**src/rtl/ll_rx_credit_fifo_pkg.sv**
```systemverilog
// Shared types and helpers for the logic-link receive credit FIFO.
package ll_rx_pkg;

    typedef enum logic [1:0] {
        RX_OFFLINE = 2'd0,
        RX_INIT    = 2'd1,
        RX_RUN     = 2'd2
    } rx_state_e;

    // Counter width able to hold the value n itself (0..n).
    function automatic int clog2p1(input int n);
        return $clog2(n + 1);
    endfunction

endpackage

```
**src/rtl/ll_rx_credit_fifo_if.sv**
```systemverilog
// Link-side push, user-side valid/ready and credit return of one receive channel.
interface ll_rx_credit_fifo_if #(
    parameter int WIDTH = 149
);
    logic             rx_push;
    logic [WIDTH-1:0] rx_push_data;
    logic             user_valid;
    logic [WIDTH-1:0] rxfifo_data;
    logic             user_ready;
    logic             tx_credit;

    modport master (
        output rx_push, rx_push_data, user_ready,
        input  user_valid, rxfifo_data, tx_credit
    );

    modport slave (
        input  rx_push, rx_push_data, user_ready,
        output user_valid, rxfifo_data, tx_credit
    );
endinterface

```
**src/rtl/ll_rx_credit_fifo_mem.sv**
```systemverilog
// Register-array FIFO storage with wrapping pointers and occupancy count.
module ll_rx_fifo_mem #(
    parameter int WIDTH  = 149,
    parameter int DEPTH  = 8,
    parameter int AWIDTH = $clog2(DEPTH),
    parameter int CWIDTH = $clog2(DEPTH + 1)
) (
    input  logic              clk,
    input  logic              rst,
    input  logic              flush,
    input  logic              push,
    input  logic              pop,
    input  logic [WIDTH-1:0]  wdata,
    output logic [WIDTH-1:0]  rdata,
    output logic [CWIDTH-1:0] count,
    output logic              full,
    output logic              empty
);
    localparam logic [CWIDTH-1:0] DEPTH_C = CWIDTH'(DEPTH);

    logic [WIDTH-1:0]  mem [DEPTH];
    logic [AWIDTH-1:0] wr_ptr;
    logic [AWIDTH-1:0] rd_ptr;

    // Payload storage carries no reset; only pointers and count define validity.
    always_ff @(posedge clk) begin
        if (push) begin
            mem[wr_ptr] <= wdata;
        end
    end

    always_ff @(posedge clk) begin
        if (rst || flush) begin
            wr_ptr <= '0;
            rd_ptr <= '0;
            count  <= '0;
        end else begin
            if (push) begin
                wr_ptr <= wr_ptr + AWIDTH'(1);
            end
            if (pop) begin
                rd_ptr <= rd_ptr + AWIDTH'(1);
            end
            case ({push, pop})
                2'b10:   count <= count + CWIDTH'(1);
                2'b01:   count <= count - CWIDTH'(1);
                default: count <= count;
            endcase
        end
    end

    assign rdata = mem[rd_ptr];
    assign full  = (count == DEPTH_C);
    assign empty = (count == '0);

endmodule

```
**src/rtl/ll_rx_credit_fifo.sv**
```systemverilog
// Per-channel receive buffer: link bring-up sequencing, credit return and overflow tracking.
module ll_rx_credit_fifo
    import ll_rx_pkg::*;
#(
    parameter int WIDTH  = 149,
    parameter int DEPTH  = 8,
    parameter int AWIDTH = $clog2(DEPTH),
    parameter int CWIDTH = clog2p1(DEPTH)
) (
    input  logic                  clk_wr,
    input  logic                  rst_wr,
    input  logic                  rx_online,
    ll_rx_credit_fifo_if.slave    bus,
    output logic [CWIDTH-1:0]     fifo_count,
    output logic                  overflow_err
);
    localparam logic [CWIDTH-1:0] DEPTH_C = CWIDTH'(DEPTH);

    rx_state_e         state;
    logic [CWIDTH-1:0] credit_owed;
    logic [CWIDTH-1:0] owed_next;
    logic              tx_credit_q;
    logic              pop;
    logic              push_ok;
    logic              full;
    logic              empty;

    assign pop     = !empty && bus.user_ready;
    assign push_ok = (state != RX_OFFLINE) && bus.rx_push && (!full || pop);

    // A pop and an issued credit in the same cycle cancel out.
    assign owed_next = credit_owed + CWIDTH'(pop) - CWIDTH'(tx_credit_q);

    always_ff @(posedge clk_wr) begin
        if (rst_wr) begin
            state        <= RX_OFFLINE;
            credit_owed  <= '0;
            tx_credit_q  <= 1'b0;
            overflow_err <= 1'b0;
        end else begin
            if ((state != RX_OFFLINE) && bus.rx_push && full && !pop) begin
                overflow_err <= 1'b1;
            end
            if (!rx_online) begin
                state       <= RX_OFFLINE;
                credit_owed <= '0;
                tx_credit_q <= 1'b0;
            end else begin
                case (state)
                    RX_OFFLINE: begin
                        state       <= RX_INIT;
                        credit_owed <= DEPTH_C;
                        tx_credit_q <= 1'b1;
                    end
                    RX_INIT: begin
                        credit_owed <= owed_next;
                        tx_credit_q <= (owed_next != '0);
                        if (owed_next == '0) begin
                            state <= RX_RUN;
                        end
                    end
                    RX_RUN: begin
                        credit_owed <= owed_next;
                        tx_credit_q <= (owed_next != '0);
                    end
                    default: begin
                        state       <= RX_OFFLINE;
                        credit_owed <= '0;
                        tx_credit_q <= 1'b0;
                    end
                endcase
            end
        end
    end

    ll_rx_fifo_mem #(
        .WIDTH  (WIDTH),
        .DEPTH  (DEPTH),
        .AWIDTH (AWIDTH),
        .CWIDTH (CWIDTH)
    ) u_mem (
        .clk   (clk_wr),
        .rst   (rst_wr),
        .flush (!rx_online),
        .push  (push_ok),
        .pop   (pop),
        .wdata (bus.rx_push_data),
        .rdata (bus.rxfifo_data),
        .count (fifo_count),
        .full  (full),
        .empty (empty)
    );

    assign bus.user_valid = !empty;
    assign bus.tx_credit  = tx_credit_q;

endmodule
```
**src/flat_wrapper.sv**
```systemverilog
// flat-port wrapper written by rule: the top's interface ports become plain ports
module ll_rx_credit_fifo_flat import ll_rx_pkg::*;
#(
    parameter int WIDTH  = 149,
    parameter int DEPTH  = 8,
    parameter int AWIDTH = $clog2(DEPTH),
    parameter int CWIDTH = clog2p1(DEPTH)
)
  (clk_wr, rst_wr, rx_online, fifo_count, overflow_err, bus_rx_push, bus_rx_push_data, bus_user_ready, bus_user_valid, bus_rxfifo_data, bus_tx_credit);
  ll_rx_credit_fifo_if #(.WIDTH(WIDTH)) bus_i ();
  input  logic clk_wr;
  input  logic rst_wr;
  input  logic rx_online;
  output logic [CWIDTH-1:0] fifo_count;
  output logic overflow_err;
  input wire logic [$bits(bus_i.rx_push)-1:0] bus_rx_push;
  input wire logic [$bits(bus_i.rx_push_data)-1:0] bus_rx_push_data;
  input wire logic [$bits(bus_i.user_ready)-1:0] bus_user_ready;
  output wire logic [$bits(bus_i.user_valid)-1:0] bus_user_valid;
  output wire logic [$bits(bus_i.rxfifo_data)-1:0] bus_rxfifo_data;
  output wire logic [$bits(bus_i.tx_credit)-1:0] bus_tx_credit;
  assign bus_i.rx_push = bus_rx_push;
  assign bus_i.rx_push_data = bus_rx_push_data;
  assign bus_i.user_ready = bus_user_ready;
  assign bus_user_valid = bus_i.user_valid;
  assign bus_rxfifo_data = bus_i.rxfifo_data;
  assign bus_tx_credit = bus_i.tx_credit;
  ll_rx_credit_fifo #(.WIDTH(WIDTH), .DEPTH(DEPTH), .AWIDTH(AWIDTH), .CWIDTH(CWIDTH)) u_core (.clk_wr(clk_wr), .rst_wr(rst_wr), .rx_online(rx_online), .bus(bus_i), .fifo_count(fifo_count), .overflow_err(overflow_err));
endmodule
```
**config.mk**
```make
export PLATFORM = sky130hd
export DESIGN_NAME = ll_rx_credit_fifo_flat
export DESIGN_NICKNAME = d
export VERILOG_FILES = /design/src/rtl/ll_rx_credit_fifo_pkg.sv /design/src/rtl/ll_rx_credit_fifo_if.sv /design/src/rtl/ll_rx_credit_fifo_mem.sv /design/src/rtl/ll_rx_credit_fifo.sv /design/src/flat_wrapper.sv
export SDC_FILE = /design/constraint.sdc
export NUM_CORES = 1
export LEC_CHECK = 0
export CORE_MARGIN = 3
export CORE_UTILIZATION = 59
export CTS_CLUSTER_DIAMETER = 30
export DETAILED_ROUTE_END_ITERATION = 10
export PLACE_DENSITY_LB_ADDON = 0.15
export SYNTH_ARGS = -nofsm -noshare
export SYNTH_HDL_FRONTEND = slang
export SYNTH_SLANG_ARGS = --single-unit
```
**constraint.sdc**
```tcl
create_clock -name clk_wr -period 16.5 [get_ports clk_wr]
set_input_delay 2.475 -clock clk_wr [delete_from_list [all_inputs] [get_ports clk_wr]]
set_output_delay 2.475 -clock clk_wr [all_outputs]
set_load 0.1 [all_outputs]
```
-- Word-level counts from Yosys, hierarchy flattened
Memories as Yosys holds them, arrays and structs flattened. A register that Yosys moved wholly into a read port is not among the register bits.
Cells that the tools add are included.
- flip-flop bits (word level): 18
- word-level logic and storage cells: 51
- memories kept: 1
- RAM bits: 1192
- output and inout port bits: 156
- bits of input ports: 154
- memory list (memory ; depth ; bits a word ; read ports ; clocked after Yosys merged registers in ; write ports ; RTL line ; RTL):
    u_core.u_mem.mem ; 8 ; 149 ; 1 ; 1 ; 1 ; ll_rx_credit_fifo_mem.sv:21 ; logic [WIDTH-1:0] mem [DEPTH];
- reduce and logical (&&, ||, !) cells: 20
- bitwise operators: 2
- $add $sub $neg: 6
- equal/unequal tests: 6
- mux-type cells: 9
- operators with widths (operator ; count):
    4-bit one-hot mux with 2 select lines ; 2
    4-bit logical NOT ; 2
    3-bit by 1-bit adder with 3-bit output, second input constant ; 2
    3-bit 2-to-1 mux ; 2
    2-bit one-hot mux with 3 select lines ; 1
    1-bit logical AND ; 5
    4-bit by 1-bit adder with 4-bit output ; 1
    4-bit by 1-bit adder with 4-bit output, second input constant ; 1
    2-bit by 1-bit == test with 1-bit output, second input constant ; 2
    2-bit == test, second input constant ; 2
    4-bit == test, second input constant ; 1
    1-bit logical NOT ; 4
    2-bit nonzero test ; 2
    4-bit nonzero test ; 1
    2-bit OR reduction ; 2
    4-bit by 1-bit subtractor with 4-bit output ; 1
    4-bit by 1-bit subtractor with 4-bit output, second input constant ; 1
    2-bit logical NOT ; 1
    1-bit logical OR ; 2
    1-bit 2-to-1 mux ; 2
    2-bit 2-to-1 mux ; 1
    2-bit by 1-bit inequality test with 1-bit output, second input constant ; 1
    1-bit inverter ; 2
    1-bit one-hot mux with 2 select lines ; 1
    2-bit AND reduction ; 1

-- Logic depth before layout (Yosys ltp)
- depth after elaboration: 8
- gate-level depth with buffers: 11
- mapped depth without buffers: 11

-- Cells and area by module
A second synthesis with hierarchy kept.
- cells, all modules: 1852
- area, all modules: 45852.7 µm²
- modules (own cells, without submodules) (module ; cells each ; times used ; area each (µm²)):
    ll_rx_fifo_mem ; 1796 ; 1 ; 45351.0
    ll_rx_credit_fifo ; 56 ; 1 ; 501.7

-- Worst setup path after synthesis
OpenSTA, ideal clock, no wires.
- path kind: input to register
- start: input bus_user_ready
- end: memory u_core.u_mem.mem[0][0], enable pin
- stages on the path: 4
- data arrival time: 13.144 ns
- library setup time: 0.840 ns
- required time: 15.660 ns
- slack: 2.516 ns
- cells stage by stage: inv_1 > a311oi_2 > nand2b_1 > nor3_1
- cells in the longest elaborated chain, start to end: 5
- ends and longest elaborated chain (what ; RTL line ; RTL):
    from (decl) ; flat_wrapper.sv:18 ; input wire logic [$bits(bus_i.user_ready)-1:0] bus_user_ready;
    1-bit logical AND ; ll_rx_credit_fifo.sv:28 ; assign pop = !empty && bus.user_ready;
    1-bit logical OR ; ll_rx_credit_fifo.sv:29 ; assign push_ok = (state != RX_OFFLINE) && bus.rx_push && (!full || pop);
    1-bit logical AND ; ll_rx_credit_fifo.sv:29 ;
    1-bit 2-to-1 mux ; ll_rx_credit_fifo_mem.sv:27 ; if (push) begin
    1-bit 2-to-1 mux (not written as such) ; ll_rx_credit_fifo_mem.sv:28 ; mem[wr_ptr] <= wdata;
    to (decl) ; ll_rx_credit_fifo_mem.sv:21 ;
No other way between the ends.

==> results by group <==
Floorplan
  – Total die area: 0.0811 mm²
  – Total core area: 0.0765 mm²
  – Die Y: 285 µm
  – Die Wd: 285 µm
  – I/O pins: 310
  – Initial core utilization: 60.0%
  – Rows: 101

Placed design
  – IO Port Bufs: 309
  – Half-perimeter wire length after placement: 47.6 mm
  – Setup WS pre-CTS: 8780 ps
  – Placer congestion estimate: 0.725

Critical path
  – WP depth: 6
  – CP most frequent cell: buf_4
  – R2r worst-path depth: 8
  – CP bufs+invs: 4
  – Max incr delay on CP: 1040 ps
  – CP Max Fanout: 72
  – Element type at the critical path end: output port
  – End of the critical path: bus_rxfifo_data[87]
  – Worst Path Arrival: 6010 ps
  – FF-to-FF End: u_core.u_mem.mem[6][139]$_DFFE_PP_
  – Worst R2R Start: u_core.state[0]$_SDFFE_PP0P_
  – Startpoint Class: register
  – Required time of the critical path: 14,030 ps
  – R2r setup slk: 11,560 ps
  – CP max-delay cell: dfxtp_4
  – Worst setup path class: reg2out
  – Largest delay contributor family on the critical path: buffers and inverters
  – Critical path, cell by cell: buf_4, buf_4, buf_4, mux4_2, mux2_2, clkdlybuf4s50_1

Yosys
  – Synth warn: 0
  – Largest cells by area after synthesis: edfxtp_1 (78%), mux4_2 (15%), mux2_2 (3.7%)
  – Syn_area_per_cell: 24.8 µm²
  – Mapped cell area: 0.0458 mm²
  – FF+latch count, synth: 1,213
  – Fraction of the yosys area taken by sequential cells: 79.0%
  – Cell taking the most area after synthesis: edfxtp_1
  – Syn Nets: 2,022
  – Cells after synthesis: 1,852
  – Top cell type's share of synthesized area: 78.1%
  – Synth cell types: 30

Power
  – Pwr per Cell Area: 137 mW/mm²
  – Combinational power share: 4.1%
  – Seq pwr share: 43.8%
  – Int Power: 6.16 mW
  – Clk network pwr share: 52.1%
  – Net load switching power: 1.64 mW
  – Sw Share: 21.0%
  – Overall power: 7.80 mW
  – Pleak: 17.9 nW
  – Worst IR Drop VDD: 145 µV

Clock network
  – Worst-path clk slew: 50 ps
  – Post-CTS setup buffers: 0
  – Clock Sinks: 1,213
  – CTS tree: done
  – CTS Root Cell: clkbuf_16
  – Clock buffer depth: 3
  – Resized cells post-CTS: 0
  – H-tree Lvls: 4
  – Worst skew pair latency: 740 ps
  – TritonCTS Buffers: 193
  – # hold bufs at CTS: 0

Layout
  – Layout area overhead: 24.0%
  – Fill cells: 4,220
  – Nets@finish: 2,474
  – Final Util: 74.3%
  – Share of layout cells above drive strength 1: 32.5%

Run status
  – Status: finished clean

STA
  – Hold_ws: 482 ps
  – Final TNS setup: 0 ps
  – Unrepaired setup endpoints after global routing: false
  – Slew Viols, Final: 0
  – Slew @ Worst Pin: 1190 ps
  – PnR worst setup slack: 8020 ps
  – Setup Skew: 31.7 ps
  – Crit path time final: 8480 ps
  – Setup violations, final: 0
  – Final Hold Vio Count: 0
  – Fmax: 118 MHz
  – Tcrit/Tclk final: 51.4%
  – Max-Slew Margin vs Limit: 20.4%

Min path
  – Hold Path Cell Cnt: 2
  – Hold crit path type: reg2reg
  – Min-delay src: u_core.overflow_err$_SDFFE_PP0P_

Global route
  – Tot GR Track Use: 23.8%
  – Antenna violations before repair: 17
  – First-pass GRT wire length: 143 mm
  – Largest net degree at the start of global routing: 123
  – Vias in the first global route: 22,900
  – Grt ovf: 0

Route
  – WL final: 92.9 mm
  – Via density: 5.90
  – First-pass DRT Iterations: 5
  – Detailed Route Iter0 Violations: 1,661
  – DRC viols: 0
  – DR vias: 20,700
  – Antenna Violating Nets Remaining: 0
  – Drt wl/cell: 26.5 µm

Job
  – # Max-Cap Violations: 0
==> layout make-up <==
type / instances / area [µm²] / share of cell area, %
inverter: 16 / 60.1 / 0.106
tap: 1030 / 1290 / 2.27
clock inverter: 145 / 1780 / 3.13
sequential: 1213 / 36200 / 63.8
multi-input combinational: 539 / 9090 / 16.0
clock buffer: 216 / 4960 / 8.73
antenna: 12 / 30.0 / 0.0528
timing repair buffer: 341 / 3390 / 5.97
==> layer usage <==
metal	GRT usage (%)	vias to the layer above	part of all wire, %
li1	-	8900	-
met1	31.8	11000	40
met2	38.9	701	51
met3	6.52	132	6.9
met4	7.03	12	1.8
met5	0	-	0.081
==> cells by family (layout without fill, tap and decap cells) <==
family / Yosys count / in the layout / share of synthesized area [%]
adder cells (fa/ha/maj): 16 / 16 / 0.469
AO/OA/AOI/OAI: 16 / 16 / 0.235
multiplexers: 449 / 449 / 18.3
buffers and inverters: 100 / 718 / 1.29
XOR/XNOR: 10 / 10 / 0.191
other: 0 / 12 / 0
flip-flops: 1213 / 1213 / 79.0
AND/OR/NAND/NOR: 48 / 48 / 0.469
==> how the worst min path moves through the flow <==
stage                                                   to  slack [ps]
after floorplan                                   register         450
after global placement    u_core.overflow_err$_SDFFE_PP0P_         480
after detailed placement  u_core.overflow_err$_SDFFE_PP0P_         470
after CTS                 u_core.overflow_err$_SDFFE_PP0P_         490
after global routing      u_core.overflow_err$_SDFFE_PP0P_         530
final                     u_core.overflow_err$_SDFFE_PP0P_         480
==> registers in the layout, summed over array words and instances, names as in the netlist, named ones only <==
name,cells
u_core.u_mem.mem,1192
u_core.credit_owed,4
u_core.u_mem.count,4
u_core.u_mem.rd_ptr,3
u_core.u_mem.wr_ptr,3
u_core.state,2
u_core.bus.tx_credit,1
u_core.overflow_err,1
==> worst reg2reg max path, cell delays in order, from the launching register on <==
cell      delay (ps)
dfxtp_1          400
inv_1             90
ha_1             270
a311oi_2         520
nand2_1          350
nor2_4           530
buf_4            860
buf_4            810
buf_4            710
==> cells in the final DEF (no fill, tap or decap), types with 16 or more instances in the layout <==
cell type	instances
buf_4	28
bufinv_16	30
clkbuf_1	21
clkbuf_16	195
clkdlybuf4s50_1	308
clkinv_1	30
clkinv_2	27
clkinv_4	17
clkinvlp_4	16
dfxtp_1	18
edfxtp_1	1192
inv_1	16
mux2_2	149
mux4_2	298
==> cell usage after synthesis, drive strengths merged <==
| master | n |
|---|---|
| fa | 2 |
| o31ai | 1 |
| o22a | 1 |
| xnor2 | 5 |
| mux2i | 2 |
| mux2 | 149 |
| or3 | 2 |
| nand2b | 6 |
| a41oi | 1 |
| mux4 | 298 |
| nor3 | 4 |
| ha | 14 |
| a21oi | 8 |
| buf | 64 |
| and3 | 2 |
| o21ai | 1 |
| dfxtp | 21 |
| a211oi | 1 |
| edfxtp | 1192 |
| clkbuf | 20 |
| xor2 | 5 |
| inv | 16 |
| nand2 | 12 |
| a21o | 2 |
| nand3 | 2 |
| nor2 | 19 |
| nor2b | 1 |
| a311oi | 1 |
==> power groups by stage <==
| stage | clock network (mW) | registers [mW] | logic, mW |
|---|---|---|---|
| 2_1_floorplan | 0 | 3.49 | 0.194 |
| 3_3_place_gp | 0 | 3.47 | 0.315 |
| 3_5_place_dp | 0 | 3.48 | 0.321 |
| 4_1_cts | 4.13 | 3.42 | 0.323 |
| 5_1_grt | 4.29 | 3.42 | 0.335 |
| 6_report | 4.07 | 3.42 | 0.320 |
==> stage by stage <==
step,area (µm²),instances
floorplan,45800,1852
CTS,56800,3500
detailed placement,50100,3139
global route,56800,3506
finish,56800,3512
global placement,50100,3139
(Power assumes the default switching activity.)
